$ cat src/rtl/apb_master_bridge_if.sv
// -----------------------------------------------------------------------------
// apb_master_bridge_if
// Bundles the requester-side valid/ready request and response signals together
// with the APB bus driven by apb_master_bridge.
//
// Signal groups:
//   request  : req_valid_i, req_ready_o, req_addr_i, req_write_i, req_wdata_i
//   response : rsp_valid_o, rsp_rdata_o, rsp_err_o, rsp_timeout_o
//   APB      : paddr, psel, penable, pwrite, pwdata, pready, prdata, pslverr
//
// Modports:
//   master : the bridge side (drives req_ready_o, rsp_*, APB control/data)
//   slave  : the environment side (requester plus APB peripheral)
// -----------------------------------------------------------------------------
interface apb_master_bridge_if #(
   parameter int ADDRESS_WIDTH = 5,
   parameter int DATA_WIDTH    = 32
);

   // Request channel
   logic                     req_valid_i;
   logic                     req_ready_o;
   logic [ADDRESS_WIDTH-1:0] req_addr_i;
   logic                     req_write_i;
   logic [DATA_WIDTH-1:0]    req_wdata_i;

   // Response channel
   logic                     rsp_valid_o;
   logic [DATA_WIDTH-1:0]    rsp_rdata_o;
   logic                     rsp_err_o;
   logic                     rsp_timeout_o;

   // APB bus
   logic [ADDRESS_WIDTH-1:0] paddr;
   logic                     psel;
   logic                     penable;
   logic                     pwrite;
   logic [DATA_WIDTH-1:0]    pwdata;
   logic                     pready;
   logic [DATA_WIDTH-1:0]    prdata;
   logic                     pslverr;

   modport master (
      input  req_valid_i,
      output req_ready_o,
      input  req_addr_i,
      input  req_write_i,
      input  req_wdata_i,
      output rsp_valid_o,
      output rsp_rdata_o,
      output rsp_err_o,
      output rsp_timeout_o,
      output paddr,
      output psel,
      output penable,
      output pwrite,
      output pwdata,
      input  pready,
      input  prdata,
      input  pslverr
   );

   modport slave (
      output req_valid_i,
      input  req_ready_o,
      output req_addr_i,
      output req_write_i,
      output req_wdata_i,
      input  rsp_valid_o,
      input  rsp_rdata_o,
      input  rsp_err_o,
      input  rsp_timeout_o,
      input  paddr,
      input  psel,
      input  penable,
      input  pwrite,
      input  pwdata,
      output pready,
      output prdata,
      output pslverr
   );

endinterface : apb_master_bridge_if

$ cat src/rtl/apb_master_bridge.sv
// -----------------------------------------------------------------------------
// apb_master_bridge
// Single-outstanding APB requester. A request accepted on the valid/ready port
// becomes one APB SETUP + ACCESS transfer; completion is reported on a
// one-cycle response pulse carrying read data, slave error and timeout status.
// A wait-state timeout aborts transfers whose slave never raises pready.
//
// Ports:
//   pclk    : clock
//   presetn : asynchronous active-low reset; drops psel/penable immediately
//   bus     : apb_master_bridge_if.master (request, response and APB signals)
//
// Parameters:
//   ADDRESS_WIDTH  : address width (req_addr_i / paddr)
//   DATA_WIDTH     : data path width
//   TIMEOUT_CYCLES : ACCESS cycles with pready low before abort, 0 = never
//   CNT_WIDTH      : wait counter width, TIMEOUT_CYCLES must be < 2**CNT_WIDTH
// -----------------------------------------------------------------------------
module apb_master_bridge #(
   parameter int ADDRESS_WIDTH  = 5,
   parameter int DATA_WIDTH     = 32,
   parameter int TIMEOUT_CYCLES = 16,
   parameter int CNT_WIDTH      = 8
) (
   input  logic               pclk,
   input  logic               presetn,
   apb_master_bridge_if.master bus
);

   typedef enum logic [1:0] {
      ST_IDLE   = 2'd0,
      ST_SETUP  = 2'd1,
      ST_ACCESS = 2'd2
   } state_t;

   localparam bit                   TIMEOUT_EN   = (TIMEOUT_CYCLES != 0);
   // Counter value seen in the last permitted ACCESS cycle (count starts at 0)
   localparam logic [CNT_WIDTH-1:0] TIMEOUT_LAST = CNT_WIDTH'(TIMEOUT_CYCLES - 1);
   localparam logic [CNT_WIDTH-1:0] CNT_MAX      = {CNT_WIDTH{1'b1}};

   state_t                   state_r;
   state_t                   state_s;

   logic [ADDRESS_WIDTH-1:0] paddr_r;
   logic                     pwrite_r;
   logic [DATA_WIDTH-1:0]    pwdata_r;
   logic [CNT_WIDTH-1:0]     wait_cnt_r;

   logic                     rsp_valid_r;
   logic [DATA_WIDTH-1:0]    rsp_rdata_r;
   logic                     rsp_err_r;
   logic                     rsp_timeout_r;

   logic                     req_ready_s;
   logic                     psel_s;
   logic                     penable_s;
   logic                     accept_s;
   logic                     timeout_hit_s;
   logic                     done_ok_s;
   logic                     done_to_s;

   // Transfer events derived from registered state and bus inputs
   always_comb begin
      accept_s      = (state_r == ST_IDLE) && bus.req_valid_i;
      timeout_hit_s = TIMEOUT_EN && (wait_cnt_r == TIMEOUT_LAST);
      // pready has priority over a timeout landing in the same cycle
      done_ok_s     = (state_r == ST_ACCESS) && bus.pready;
      done_to_s     = (state_r == ST_ACCESS) && !bus.pready && timeout_hit_s;
   end

   // FSM state register
   always_ff @(posedge pclk or negedge presetn) begin
      if (!presetn) begin
         state_r <= ST_IDLE;
      end else begin
         state_r <= state_s;
      end
   end

   // FSM next-state logic
   always_comb begin
      state_s = state_r;
      case (state_r)
         ST_IDLE: begin
            if (bus.req_valid_i) begin
               state_s = ST_SETUP;
            end else begin
               state_s = ST_IDLE;
            end
         end
         ST_SETUP: begin
            state_s = ST_ACCESS;
         end
         ST_ACCESS: begin
            if (done_ok_s || done_to_s) begin
               state_s = ST_IDLE;
            end else begin
               state_s = ST_ACCESS;
            end
         end
         default: begin
            state_s = ST_IDLE;
         end
      endcase
   end

   // FSM output decode; depends on the state register only, so reset
   // deasserts psel/penable without waiting for a clock edge
   always_comb begin
      req_ready_s = 1'b0;
      psel_s      = 1'b0;
      penable_s   = 1'b0;
      case (state_r)
         ST_IDLE: begin
            req_ready_s = 1'b1;
         end
         ST_SETUP: begin
            psel_s = 1'b1;
         end
         ST_ACCESS: begin
            psel_s    = 1'b1;
            penable_s = 1'b1;
         end
         default: begin
            req_ready_s = 1'b0;
         end
      endcase
   end

   // Request capture; held through the transfer and kept afterwards in IDLE
   always_ff @(posedge pclk or negedge presetn) begin
      if (!presetn) begin
         paddr_r  <= {ADDRESS_WIDTH{1'b0}};
         pwrite_r <= 1'b0;
         pwdata_r <= {DATA_WIDTH{1'b0}};
      end else if (accept_s) begin
         paddr_r  <= bus.req_addr_i;
         pwrite_r <= bus.req_write_i;
         pwdata_r <= bus.req_wdata_i;
      end else begin
         paddr_r  <= paddr_r;
         pwrite_r <= pwrite_r;
         pwdata_r <= pwdata_r;
      end
   end

   // Wait-state counter: cleared on entering SETUP, saturates instead of wrapping
   always_ff @(posedge pclk or negedge presetn) begin
      if (!presetn) begin
         wait_cnt_r <= {CNT_WIDTH{1'b0}};
      end else if (accept_s) begin
         wait_cnt_r <= {CNT_WIDTH{1'b0}};
      end else if ((state_r == ST_ACCESS) && !bus.pready && (wait_cnt_r != CNT_MAX)) begin
         wait_cnt_r <= wait_cnt_r + CNT_WIDTH'(1);
      end else begin
         wait_cnt_r <= wait_cnt_r;
      end
   end

   // Response pulse, asserted in the first IDLE cycle after completion
   always_ff @(posedge pclk or negedge presetn) begin
      if (!presetn) begin
         rsp_valid_r <= 1'b0;
      end else begin
         rsp_valid_r <= done_ok_s || done_to_s;
      end
   end

   // Response payload; holds until the next completion
   always_ff @(posedge pclk or negedge presetn) begin
      if (!presetn) begin
         rsp_rdata_r   <= {DATA_WIDTH{1'b0}};
         rsp_err_r     <= 1'b0;
         rsp_timeout_r <= 1'b0;
      end else if (done_ok_s) begin
         rsp_rdata_r   <= pwrite_r ? {DATA_WIDTH{1'b0}} : bus.prdata;
         rsp_err_r     <= bus.pslverr;
         rsp_timeout_r <= 1'b0;
      end else if (done_to_s) begin
         rsp_rdata_r   <= {DATA_WIDTH{1'b0}};
         rsp_err_r     <= 1'b1;
         rsp_timeout_r <= 1'b1;
      end else begin
         rsp_rdata_r   <= rsp_rdata_r;
         rsp_err_r     <= rsp_err_r;
         rsp_timeout_r <= rsp_timeout_r;
      end
   end

   assign bus.req_ready_o   = req_ready_s;
   assign bus.psel          = psel_s;
   assign bus.penable       = penable_s;
   assign bus.paddr         = paddr_r;
   assign bus.pwrite        = pwrite_r;
   assign bus.pwdata        = pwdata_r;
   assign bus.rsp_valid_o   = rsp_valid_r;
   assign bus.rsp_rdata_o   = rsp_rdata_r;
   assign bus.rsp_err_o     = rsp_err_r;
   assign bus.rsp_timeout_o = rsp_timeout_r;

endmodule : apb_master_bridge

$ cat src/flat_wrapper.sv
// flat-port wrapper written by rule: the top's interface ports become plain ports
module apb_master_bridge_flat 
#(
   parameter int ADDRESS_WIDTH  = 5,
   parameter int DATA_WIDTH     = 32,
   parameter int TIMEOUT_CYCLES = 16,
   parameter int CNT_WIDTH      = 8
)
  (pclk, presetn, bus_req_valid_i, bus_req_ready_o, bus_req_addr_i, bus_req_write_i, bus_req_wdata_i, bus_rsp_valid_o, bus_rsp_rdata_o, bus_rsp_err_o, bus_rsp_timeout_o, bus_paddr, bus_psel, bus_penable, bus_pwrite, bus_pwdata, bus_pready, bus_prdata, bus_pslverr);
  apb_master_bridge_if #(.ADDRESS_WIDTH(ADDRESS_WIDTH), .DATA_WIDTH(DATA_WIDTH)) bus_i ();
  input  logic pclk;
  input  logic presetn;
  input wire logic [$bits(bus_i.req_valid_i)-1:0] bus_req_valid_i;
  output wire logic [$bits(bus_i.req_ready_o)-1:0] bus_req_ready_o;
  input wire logic [$bits(bus_i.req_addr_i)-1:0] bus_req_addr_i;
  input wire logic [$bits(bus_i.req_write_i)-1:0] bus_req_write_i;
  input wire logic [$bits(bus_i.req_wdata_i)-1:0] bus_req_wdata_i;
  output wire logic [$bits(bus_i.rsp_valid_o)-1:0] bus_rsp_valid_o;
  output wire logic [$bits(bus_i.rsp_rdata_o)-1:0] bus_rsp_rdata_o;
  output wire logic [$bits(bus_i.rsp_err_o)-1:0] bus_rsp_err_o;
  output wire logic [$bits(bus_i.rsp_timeout_o)-1:0] bus_rsp_timeout_o;
  output wire logic [$bits(bus_i.paddr)-1:0] bus_paddr;
  output wire logic [$bits(bus_i.psel)-1:0] bus_psel;
  output wire logic [$bits(bus_i.penable)-1:0] bus_penable;
  output wire logic [$bits(bus_i.pwrite)-1:0] bus_pwrite;
  output wire logic [$bits(bus_i.pwdata)-1:0] bus_pwdata;
  input wire logic [$bits(bus_i.pready)-1:0] bus_pready;
  input wire logic [$bits(bus_i.prdata)-1:0] bus_prdata;
  input wire logic [$bits(bus_i.pslverr)-1:0] bus_pslverr;
  assign bus_i.req_valid_i = bus_req_valid_i;
  assign bus_req_ready_o = bus_i.req_ready_o;
  assign bus_i.req_addr_i = bus_req_addr_i;
  assign bus_i.req_write_i = bus_req_write_i;
  assign bus_i.req_wdata_i = bus_req_wdata_i;
  assign bus_rsp_valid_o = bus_i.rsp_valid_o;
  assign bus_rsp_rdata_o = bus_i.rsp_rdata_o;
  assign bus_rsp_err_o = bus_i.rsp_err_o;
  assign bus_rsp_timeout_o = bus_i.rsp_timeout_o;
  assign bus_paddr = bus_i.paddr;
  assign bus_psel = bus_i.psel;
  assign bus_penable = bus_i.penable;
  assign bus_pwrite = bus_i.pwrite;
  assign bus_pwdata = bus_i.pwdata;
  assign bus_i.pready = bus_pready;
  assign bus_i.prdata = bus_prdata;
  assign bus_i.pslverr = bus_pslverr;
  apb_master_bridge #(.ADDRESS_WIDTH(ADDRESS_WIDTH), .DATA_WIDTH(DATA_WIDTH), .TIMEOUT_CYCLES(TIMEOUT_CYCLES), .CNT_WIDTH(CNT_WIDTH)) u_core (.pclk(pclk), .presetn(presetn), .bus(bus_i));
endmodule
$ cat config.mk
export PLATFORM = sky130hd
export DESIGN_NAME = apb_master_bridge_flat
export DESIGN_NICKNAME = d
export VERILOG_FILES = /design/src/rtl/apb_master_bridge_if.sv /design/src/rtl/apb_master_bridge.sv /design/src/flat_wrapper.sv
export SDC_FILE = /design/constraint.sdc
export NUM_CORES = 1
export LEC_CHECK = 0
export ABC_CLOCK_PERIOD_IN_PS = 5600
export BUFFER_PORTS_ARGS = -buffer_cell sky130_fd_sc_hd__buf_2
export CAP_MARGIN = 20
export CORE_MARGIN = 10
export CORE_UTILIZATION = 40
export CTS_CLUSTER_DIAMETER = 40
export DETAILED_ROUTE_END_ITERATION = 8
export PLACE_DENSITY = 0.79
export SLEW_MARGIN = 5
export SYNTH_ARGS = -nofsm -noshare
export SYNTH_HDL_FRONTEND = slang
export SYNTH_SLANG_ARGS = --single-unit
$ cat constraint.sdc
create_clock -name pclk -period 5.6 [get_ports pclk]
set_clock_uncertainty 0.15 [all_clocks]
set_input_delay 0.28 -clock pclk [delete_from_list [all_inputs] [get_ports pclk]]
set_output_delay 0.28 -clock pclk [all_outputs]
set_load 0.1 [all_outputs]
; ---- Word-level counts from Yosys, hierarchy flattened
; Cells that the tools add are included.
[op_classes]
addsub = 1
eq_ne = 4
n_mux = 14
reduce_logical = 11
[ops]
columns = operator, n
row1 = $mux 32, 3
row2 = $mux 8, 2
row3 = $add 8x1->8 const B, 1
row4 = $eq 8x4->1 const B, 1
row5 = $ne 8x8->1 const B, 1
row6 = $mux 1, 7
row7 = $pmux 2 s3, 1
row8 = $logic_and 1x1->1, 5
row9 = $reduce_bool 2->1, 2
row10 = $eq 2x1->1 const B, 1
row11 = $eq 2x2->1 const B, 1
row12 = $logic_not 2->1, 1
row13 = $mux 2, 1
row14 = $reduce_or 2->1, 1
row15 = $logic_not 1->1, 1
row16 = $logic_or 1x1->1, 1
[word_totals]
register_bits = 83
output_inout_bits = 76
wordCells = 39

; ---- Longest topological paths before layout
[logic_depth]
depth_word = 6
depth_mapped = 7

; ---- Least setup slack after synthesis
; Ideal clock, no wire load.
[synth_path]
path_type = register to register
from = register u_core.state_r[0]
to = register u_core.wait_cnt_r[7]
setup_ps = 78
t_arrival_ps = 2391
required_time_ps = 5372
setup_slack_ps = 2981
stages_incl_launch_ff = 8
path_buffers = 1
period_less_slack_ps = 2619
cell_sequence = dfrtp_1 -> inv_1 -> ha_1 -> and2b_1 -> buf_4 -> o21ai_2 -> or4_1 -> a21oi_1
[synth_via]
elab_chain_cells = 4
elab_cells_between_ends = 7
[synth_rtl]
columns = item, line_no
row1 = "start, declared", apb_master_bridge.sv:41  ; state_t state_r;
row2 = "start signal, assigned", apb_master_bridge.sv:76  ; state_r <= state_s;
row3 = $eq 2x2->1, apb_master_bridge.sv:153  ; end else if ((state_r == ST_ACCESS) && !bus.pready && (wait_cnt_r != CNT_MAX)) begin
row4 = $logic_and 1x1->1 (2 in a row), apb_master_bridge.sv:153
row5 = $reduce_bool 2->1 (no line), --
row6 = "end signal, assigned", apb_master_bridge.sv:152  ; wait_cnt_r <= {CNT_WIDTH{1'b0}};
row7 = "end signal, assigned", apb_master_bridge.sv:154  ; wait_cnt_r <= wait_cnt_r + CNT_WIDTH'(1);
row8 = "end signal, assigned", apb_master_bridge.sv:156  ; wait_cnt_r <= wait_cnt_r;
row9 = "end, declared", apb_master_bridge.sv:47  ; logic [CNT_WIDTH-1:0] wait_cnt_r;
; Several ways; a longest one is shown, not always the timed one.
; A chain may end at the register's enable or synchronous reset.

; ---- Worst setup path in the final report
[layout_path]
from = register u_core.state_r[0]
to = register u_core.pwdata_r[25] (netlist: u_core.bus.pwdata[25])
[layout_via]
elab_chain_cells = 2
[layout_rtl]
columns = item, line_no
row1 = $logic_not 2->1, apb_master_bridge.sv:64  ; accept_s = (state_r == ST_IDLE) && bus.req_valid_i;
row2 = $logic_and 1x1->1, apb_master_bridge.sv:64
row3 = "end signal, assigned", apb_master_bridge.sv:135  ; pwdata_r <= {DATA_WIDTH{1'b0}};
row4 = "end signal, assigned", apb_master_bridge.sv:139  ; pwdata_r <= bus.req_wdata_i;
row5 = "end signal, assigned", apb_master_bridge.sv:143  ; pwdata_r <= pwdata_r;
row6 = "end, declared", apb_master_bridge.sv:46  ; logic [DATA_WIDTH-1:0] pwdata_r;
; No other way between the ends.

==> impl_metrics.py <==
metrics = {
    "run_status": {
        "status": "finished, final reports clean",
    },
    "yosys": {
        "ys.warnings.count": 0,
        "synth_area_leaders": "dfrtp_1 65%, nand2_1 14%, a22o_1 8.8%",
        "synth_top_area_share_pct": 65.2,
        "synthCells": 298,
        "yosysSeqAreaShare_pct": 65.2,
        "syn_avg_cell_area_um2": 10.7,
        "synth_area_um2": 3190,
        "synth-main-ff-cell": "dfrtp_1",
        "synth_edf_count": 0,
        "synth_common_cells": "119 x nand2_1, 83 x dfrtp_1, 32 x a22o_1, 12 x clkbuf_1, 6 x a21oi_1",
        "ys_seq_elements": 83,
        "syn-num-nets": 377,
        "async_flop_share_pct": 100,
        "yosysUniqueCellTypes": 30,
        "synth_most_common_cell": "nand2_1",
        "synth_top_cell_by_area": "dfrtp_1",
    },
    "min_path": {
        "hold_path_class": "in -> reg",
    },
    "setup_path": {
        "crit_fanout": 24,
        "required_ns": 5.73,
        "path_common_cell": "nand2_1",
        "slowest_delay_ns": 0.67,
        "cp_slowest_cell": "and2_1",
        "path_cells": "inv_1 -> ha_1 -> and2_1 -> buf_4 -> nand2_1 -> nand2_1",
        "worstSetupStartpointType": "flip-flop",
        "arrival_ns": 2.34,
        "crit_type": "reg -> reg",
        "worst_setup_path_end_kind": "flip-flop",
    },
    "global_routing": {
        "grt_pass1_vias": 3223,
        "grt-ovfl-total": 0,
        "grt_start_max_net_pins": 84,
        "grt_pass1_wl_mm": 16.5,
        "antenna_found_initial": 0,
        "track_usage_pct": 17.3,
    },
    "drt": {
        "wirelength_mm": 10.5,
        "ant_nets": 0,
        "dr.pass1.iters": 5,
        "drcViolationCount": 0,
        "viasPerCell": 4.88,
        "wl_per_cell_um": 16.7,
        "dr_total_vias": 3058,
        "drt_first_iter_violations": 130,
    },
    "timing": {
        "worst-slew-pin-transition_ns": 0.821,
        "fmax_mhz": 453,
        "hold_violations": 0,
        "rsz0062_at_grt": "false",
        "fin_crit_ns": 2.21,
        "finalSetupTns_ns": 0,
        "max_slew_margin_pct": 45.2,
        "drv_slew": 0,
        "finalCritPeriodShare_pct": 39.4,
        "setup_violations": 0,
    },
    "placement": {
        "numPortBuffers": 150,
        "place_hpwl_mm": 6.56,
        "dpl_cell_area_um2": 4040,
        "routabilityCongestion": 0.799,
    },
    "clock_network": {
        "clkLatencyLatePin_ns": 0.34,
        "clock-sinks": 83,
        "post-cts-setup-buffers": 0,
        "clock_path_buffers": 2,
        "clkTransAtPathRegs_ns": 0.09,
        "cts_max_level": 3,
        "clock-root-buffer": "clkbuf_8",
        "post_cts_resized": 0,
        "cts_buffers": 9,
        "cts_tree": "done",
    },
    "die": {
        "die_height_um": 109,
        "start_util_pct": 41.2,
        "die_x_um": 109,
        "dieArea_um2": 11900,
        "rows": 32,
        "core_um2": 7730,
        "num_io_pins": 151,
    },
    "final_layout": {
        "fin_area_um2": 4960,
        "area_growth_pct": 55.6,
        "fillers": 581,
        "drive_gt1_share_pct": 33.5,
        "fin_nets": 597,
    },
    "job": {
        "max-cap-violations": 0,
    },
}
flip-flops by register name, indices dropped and copies added, names as in the netlist:
name / cells
u_core.bus.rsp_valid_o: 1
u_core.state_r: 2
u_core.bus.rsp_timeout_o: 1
u_core.bus.pwdata: 32
u_core.bus.paddr: 5
u_core.wait_cnt_r: 8
u_core.bus.rsp_rdata_o: 32
u_core.bus.pwrite: 1
u_core.bus.rsp_err_o: 1
critical path, delay by kind of cell (launching register included):
family / cells / cell delay (ns)
adders and majority gates: 1 / 0.19
buffers and inverters: 2 / 0.52
DFF: 1 / 0.40
and+or+nand+nor: 3 / 0.88
metal layers:
layer	track usage (%)	routed length (um)	vias up
met2	28.3	5090	148
met4	5.67	190	0
li1	-	-	1432
met5	0	0	-
met3	8.79	1200	21
met1	19.2	3990	1457
per-stage QoR:
stage / util, % / setup slack (ns) / hold WS, ns / std cells
5_1_grt: 64.1 / 3.17 / 0.00630 / 625
3_5_place_dp: 52.3 / 3.46 / 0.307 / 538
4_1_cts: 63.6 / 3.43 / 0.00234 / 623
6_report: 64.2 / 3.39 / 0.0218 / 627
3_3_place_gp: 52.1 / 3.40 / 0.303 / 537
2_1_floorplan: - / 2.98 / -0.166 / 298
logic make-up after synthesis:
logic type | synth area share [%]
flops | 65.2
fa+ha+maj | 1.57
compound gates | 12.1
xor+xnor | 0.550
buf+inv | 2.71
simple gates | 17.6
mux | 0.314
timing repair:
item,in CTS,in global routing
endpoints found under the setup margin,0,0
endpoints found under the hold margin,90,1
hold buffers,69,1
cell usage in the layout, fill, tap and decap left out, types with 2 or more instances in the layout:
cell	count
and3_1	2
clkbuf_8	10
nor2_1	4
o21ai_0	2
a21oi_1	6
inv_1	5
o21ai_2	2
diode_2	2
dfrtp_1	83
clkinv_4	2
dlygate4sd3_1	70
and2_1	2
a22o_1	32
xor2_1	2
buf_4	4
buf_2	149
nand2_1	119
ha_1	4
or3_1	2
inv_6	2
nand3_1	3
path summary, 6_finish.rpt:
kind                                     start                    endpoint  slack (ns)  depth (start not counted)
hold / removal                      bus_pready    u_core.bus.rsp_timeout_o        0.02                          2
hold reg to reg            u_core.bus.paddr[4]         u_core.bus.paddr[4]        0.32                          2
min in group asynchronous              presetn  u_core.bus.rsp_rdata_o[18]        0.28                          2
setup / recovery             u_core.state_r[0]       u_core.bus.pwdata[25]        3.39                          6
max in group asynchronous              presetn         u_core.bus.paddr[4]        4.42                          3
setup reg to reg             u_core.state_r[0]       u_core.bus.pwdata[25]        3.39                          6
cell type report:
cell class | instances | area (um2) | share of cell area [%]
Sequential cell | 83 | 2080 | 41.9
Antenna cell | 2 | 5.00 | 0.101
Clock inverter | 6 | 47.5 | 0.959
Multi-Input combinational cell | 194 | 1020 | 20.7
Inverter | 5 | 18.8 | 0.379
Tap cell | 102 | 128 | 2.57
Timing Repair Buffer | 225 | 1520 | 30.6
Clock buffer | 10 | 138 | 2.78
Power is not shown: default switching activity piles up to over one toggle a cycle in this logic, so the estimate is an artifact.
